**config.mk**
```make
export PLATFORM = sky130hd
export DESIGN_NAME = mvu_apb_bridge
export DESIGN_NICKNAME = d
export VERILOG_FILES = /design/src/rtl/mvu_apb_bridge.sv
export SDC_FILE = /design/constraint.sdc
export NUM_CORES = 1
export LEC_CHECK = 0
export BUFFER_PORTS_ARGS = -buffer_cell sky130_fd_sc_hd__buf_2
export CAP_MARGIN = 10
export CORE_ASPECT_RATIO = 0.5
export CORE_MARGIN = 2
export CORE_UTILIZATION = 44
export CTS_CLUSTER_SIZE = 20
export DETAILED_ROUTE_END_ITERATION = 8
export PLACE_DENSITY = 0.8
export SLEW_MARGIN = 20
export SYNTH_ARGS = -nofsm -noshare
export SYNTH_HDL_FRONTEND = slang
export SYNTH_SLANG_ARGS = --single-unit
```
**constraint.sdc**
```tcl
create_clock -name clk -period 3.05 [get_ports clk]
set_input_delay 0.305 -clock clk [delete_from_list [all_inputs] [get_ports clk]]
set_output_delay 0.305 -clock clk [all_outputs]
set_load 0.01 [all_outputs]
```
**src/rtl/mvu_apb_bridge.sv**
```systemverilog
// rtl/mvu_apb_bridge.sv - ICB to APB bridge for the MVU window with local IRQ latch
//
// Ports:
//   clk, rst_n            single clock, synchronous active-low reset
//   icb_cmd_*             core command channel (valid/ready, addr, read, wdata, wmask)
//   icb_rsp_*             core response channel (valid/ready, err, rdata)
//   mvu_apb_*             APB master towards the MVU (no pready, single-cycle ACCESS)
//   mvu_irq               raw level interrupt from the MVU
//   mvu_irq_o             latched interrupt towards the PLIC
module mvu_apb_bridge #(
    parameter logic [31:0] MVU_BASE = 32'h1004_0000,
    parameter logic [11:0] IRQ_OFS  = 12'hFFC
) (
    input  logic        clk,
    input  logic        rst_n,
    input  logic        icb_cmd_valid,
    output logic        icb_cmd_ready,
    input  logic [31:0] icb_cmd_addr,
    input  logic        icb_cmd_read,
    input  logic [31:0] icb_cmd_wdata,
    input  logic [3:0]  icb_cmd_wmask,
    output logic        icb_rsp_valid,
    input  logic        icb_rsp_ready,
    output logic        icb_rsp_err,
    output logic [31:0] icb_rsp_rdata,
    output logic [31:0] mvu_apb_paddr,
    output logic        mvu_apb_pwrite,
    output logic        mvu_apb_pselx,
    output logic        mvu_apb_penable,
    output logic [31:0] mvu_apb_pwdata,
    input  logic [31:0] mvu_apb_prdata,
    input  logic        mvu_irq,
    output logic        mvu_irq_o
);

    typedef enum logic [1:0] {
        IDLE   = 2'd0,
        SETUP  = 2'd1,
        ACCESS = 2'd2,
        RESP   = 2'd3
    } state_t;

    state_t state;
    logic   irq_q;
    logic   irq_pend;
    logic   cmd_fire;
    logic   in_window;
    logic   is_local;
    logic   is_fwd;
    logic   irq_rise;
    logic   irq_clr;

    // Ready is gated by rst_n so it reads 0 throughout reset and 1 as soon as
    // reset is released with the FSM already parked in IDLE.
    assign icb_cmd_ready = rst_n && (state == IDLE);
    assign cmd_fire      = icb_cmd_valid && icb_cmd_ready;

    always_comb begin
        in_window = (icb_cmd_addr[31:12] == MVU_BASE[31:12]);
        is_local  = in_window && (icb_cmd_addr[11:0] == IRQ_OFS);
        // Only aligned full-word accesses are forwarded; APB has no strobes here.
        is_fwd    = in_window && !is_local && (icb_cmd_addr[1:0] == 2'b00)
                    && (icb_cmd_read || (icb_cmd_wmask == 4'hF));
        irq_rise  = mvu_irq && !irq_q;
        // The local register ignores wmask; only wdata[0] matters.
        irq_clr   = cmd_fire && is_local && !icb_cmd_read && icb_cmd_wdata[0];
    end

    always_ff @(posedge clk) begin
        if (!rst_n) begin
            state           <= IDLE;
            mvu_apb_paddr   <= 32'h0;
            mvu_apb_pwrite  <= 1'b0;
            mvu_apb_pwdata  <= 32'h0;
            mvu_apb_pselx   <= 1'b0;
            mvu_apb_penable <= 1'b0;
            icb_rsp_valid   <= 1'b0;
            icb_rsp_err     <= 1'b0;
            icb_rsp_rdata   <= 32'h0;
        end else begin
            case (state)
                IDLE: begin
                    if (cmd_fire) begin
                        if (is_fwd) begin
                            mvu_apb_paddr   <= icb_cmd_addr;
                            mvu_apb_pwrite  <= !icb_cmd_read;
                            mvu_apb_pwdata  <= icb_cmd_wdata;
                            mvu_apb_pselx   <= 1'b1;
                            mvu_apb_penable <= 1'b0;
                            state           <= SETUP;
                        end else begin
                            // Local or rejected command: answer directly, no APB cycle.
                            icb_rsp_valid <= 1'b1;
                            icb_rsp_err   <= !is_local;
                            icb_rsp_rdata <= (is_local && icb_cmd_read) ? {31'b0, irq_pend} : 32'h0;
                            state         <= RESP;
                        end
                    end
                end
                SETUP: begin
                    mvu_apb_penable <= 1'b1;
                    state           <= ACCESS;
                end
                ACCESS: begin
                    // No pready: the slave must deliver prdata in this one cycle.
                    mvu_apb_pselx   <= 1'b0;
                    mvu_apb_penable <= 1'b0;
                    icb_rsp_valid   <= 1'b1;
                    icb_rsp_err     <= 1'b0;
                    icb_rsp_rdata   <= mvu_apb_pwrite ? 32'h0 : mvu_apb_prdata;
                    state           <= RESP;
                end
                RESP: begin
                    if (icb_rsp_ready) begin
                        icb_rsp_valid <= 1'b0;
                        state         <= IDLE;
                    end
                end
                default: state <= IDLE;
            endcase
        end
    end

    always_ff @(posedge clk) begin
        if (!rst_n) begin
            irq_q    <= 1'b0;
            irq_pend <= 1'b0;
        end else begin
            irq_q <= mvu_irq;
            // A new rising edge beats a simultaneous software clear.
            if (irq_rise) begin
                irq_pend <= 1'b1;
            end else if (irq_clr) begin
                irq_pend <= 1'b0;
            end
        end
    end

    assign mvu_irq_o = irq_pend;

endmodule

```
==> results by group <==
Critical path
  – Length in cells of the worst reg-to-reg path: 8
  – Capture instance of the worst register-to-register path: icb_rsp_rdata[0]
  – Startpoint of the worst-slack reg-to-reg timing path: state[0]
  – Type of the setup path with the least slack: reg2reg
  – Largest driver fanout on the critical path: 65
  – Endpoint class of the critical path: flop
  – Register-to-register setup slack: 0.72 ns
  – Crit path capture: icb_rsp_rdata[0]
  – Startpoint type of the worst setup path: flop
  – Data arrival time of the critical path: 2.55 ns
  – Worst setup path startpoint: state[0]
  – Required arrival time at the worst endpoint: between 3 and 4 ns

Cells and area
  – Layout cell share with drive strength beyond 1: 36.6%
  – Antenna diode count: 0
  – Post-route standard cell area excluding fillers: 5330 um2
  – Syn-to-layout area delta: 34.5%
  – Commonest cells after routing, fill and taps aside: 207 x buf_2, 105 x dfxtp_1, 83 x nand2_1
  – Layout filler cell count: 772
  – Core occupancy in the finished layout: about three fifths
  – Most frequent standard cell in the layout excluding fill and tap cells: buf_2
  – Nets: 754

Synth
  – Synthesized cell area: 3960 um2
  – Combinational family with the most area after synthesis: simple AND/OR/NAND/NOR gates
  – Number of instances in the synthesized netlist: roughly 460
  – Avg Inst Size Synth: 8.69 um2
  – Post-synthesis share of cell area spent on and, or, nand and nor gates: roughly 26%
  – Fraction of synthesized cell area taken by the top area cell type: 53.0%
  – Mux share of post-synthesis cell area: 0.505%
  – Count of flip-flops with a built-in enable after synthesis: 0
  – Yosys warns: 0
  – Flip-flop and latch count after synthesis: 105
  – Main area contributors after synthesis: dfxtp_1 53%, nand3_1 9.3%, nand2_1 7.9%
  – Complex-gate fraction of the synthesized area: 13.6%
  – XOR/XNOR share of the synthesized area: 0%
  – Post-Synthesis Net Count: about 570
  – Share of async-settable or async-resettable flops after synthesis: 0%
  – Cell type contributing the most total cell area after synthesis: dfxtp_1
  – Netlist cell types: 40
  – Most used DFF post-synth: dfxtp_1
  – Seq/Total Area, Yosys: 53.0%
  – Synth Area in Adders: 1.89%

Power and ir drop
  – Static leakage power: 0.00256 uW
  – Power Dens Cells: 605 nW/um2
  – Worst vdd rail ir drop: between 300 and 400 uV

STA
  – Slew Viols, Final: 0
  – Endpoints failing setup: 0
  – Hold Fails Final Rpt: 0
  – Setup skew after layout: between 0.008 and 0.009 ns
  – Minimum clock period after layout: approximately 2.3 ns
  – Final sum of negative setup slack: 0 ns
  – Slack of the critical path: ~0.72 ns
  – Upper clock frequency limit: 430 MHz
  – Relative slew slack: ~46%
  – Final period utilization: 76.2%
  – Unrepaired setup endpoints after global routing: false
  – Least-Margin Pin Slew: 0.796 ns

Global route
  – Pin count of the biggest net entering global routing: 80
  – Number of antenna violations at the first check in global routing: 0
  – GRT Residual Overflow: 0
  – Wire length of the first global-routing pass: 16300 um
  – Via count of the first global-routing pass: 3535
  – All-Layer GR Usage: 20.2%

CTS
  – Clock slew seen by the registers of the worst setup and hold paths: 0.07 ns
  – Hold-fix buffers, CTS: 0
  – Number of resized instances in the post-cts repair step: 0
  – TritonCTS clock tree: yes
  – Number of setup buffers added after CTS: 0
  – Sinks on Clock Net: around 110
  – Max clock buf depth: 2
  – Clock latency reported for the late side of the worst-skew pair: 0.34 ns
  – Clock root buffer master: clkbuf_16
  – Maximum level of the CTS H-tree: 3
  – TritonCTS Buffers: 9

Floorplanning
  – Initial core utilization: 45.3%
  – Core Rows: 24
  – Chip width: roughly 140 um
  – Boundary pin count: between 200 and 250
  – Area of the die: 9830 um2
  – Die height: between 70 and 80 um
  – Std-Cell Core Area: 8740 um2

Outcome
  – Outcome: finished clean

Drt
  – Number of vias per cell after detailed routing: 4.91
  – DRT Pass-1 Iters: 5
  – Final Routed Wirelength: 10100 um
  – Remaining design rule violation count: 0
  – Detailed Route Iter0 Violations: between 200 and 250
  – Wire length per cell: 13.2 um
  – Antenna-violating nets left: 0
  – Total number of vias: approximately 3800

Placement
  – DP Area: between 5000 and 6000 um2
  – Pre-CTS setup slack: a little under 0.7 ns
  – Gpl congestion: about 0.76
  – Final HPWL from detailed placement: 7180 um
  – Count of port buffers added during placement: 208

Min path
  – Worst min-delay path class: in2reg

Run
  – Max-cap violations: 0
## metrics by stage
step	total power, uW	hold WS [ns]	instances
floorplan	1880	0.432	456
CTS	3270	0.167	764
detailed placement	2070	0.439	748
global route	3400	0.182	764
finish	3230	0.181	764
global placement	2060	0.433	748
## worst max-delay path: stages, from the launching register on
cell	delay, ns
dfxtp_1	0.34
inv_1	0.13
ha_1	0.31
nand2b_1	0.17
o311ai_0	0.27
o31ai_4	0.25
buf_4	0.50
nand2b_1	0.11
o311a_1	0.14
## routing by layer
metal | part of all wire, % | routed length, um | track usage, % | up-vias
met5 | 0 | 0 | 0 | -
li1 | - | - | - | 1950
met4 | 2.5 | 250 | 9.07 | 0
met2 | 48 | 4810 | 34.4 | 106
met3 | 4.8 | 486 | 5.62 | 22
met1 | 45 | 4510 | 24.4 | 1673
## power breakdown
group	internal, uW	total [uW]	switching, uW	leakage [uW]
logic	216	572	356	0.00156
clock network	669	1180	512	0.000154
registers	1430	1470	36.9	0.000848
total	2320	3230	905	0.00256
## sequential cells by signal, summed over array words and instances (netlist names)
signal,cells
icb_rsp_valid,1
icb_rsp_rdata,32
state,2
mvu_irq_o,1
irq_q,1
mvu_apb_penable,1
mvu_apb_paddr,32
mvu_apb_pwrite,1
mvu_apb_pselx,1
icb_rsp_err,1
mvu_apb_pwdata,32
## kinds of logic after synthesis
family | after synthesis
flops | 105
compound gates | 95
mux | 2
simple gates | 205
buf+inv | 43
fa+ha+maj | 6
## synth_stat cells, types with 2 or more instances
library cell / count
a21boi_0: 2
and3b_1: 2
nand2b_1: 4
buf_2: 8
nand3_1: 74
clkbuf_1: 22
dfxtp_1: 105
and3_1: 20
nand4_1: 2
ha_1: 6
o21ai_0: 59
o31ai_1: 2
o311a_1: 2
nor2_1: 3
clkbuf_2: 3
nand3b_1: 2
a31o_2: 2
and2_1: 2
mux2i_1: 2
buf_6: 2
nor4_1: 5
inv_1: 4
o21a_1: 4
a211oi_1: 3
o21ai_1: 16
nand2_1: 83
buf_4: 4
## final cells by class
cell class,instances,area (um2),share of cell area (%)
repair buffers,214,1090,20.4
multi-input cells,308,1670,31.3
clock buffers,10,239,4.48
flip-flops and latches,105,2100,39.4
well taps,117,146,2.75
clock inverters,6,70.1,1.31
inverters,4,15.0,0.282
## worst min path at each step
stage	endpoint	cells past startpoint	startpoint	slack, ns
after CTS	mvu_apb_pwdata[10]	3	icb_cmd_wdata[10]	0.17
final	mvu_apb_pwdata[10]	3	icb_cmd_wdata[10]	0.18
after detailed placement	mvu_apb_pwdata[28]	2	mvu_apb_pwdata[28]	0.44
after global routing	mvu_apb_pwdata[19]	3	icb_cmd_wdata[19]	0.18
after floorplan	irq_q	1	mvu_irq	0.43
after global placement	mvu_apb_pwdata[25]	2	mvu_apb_pwdata[25]	0.43
(Power assumes the default switching activity.)
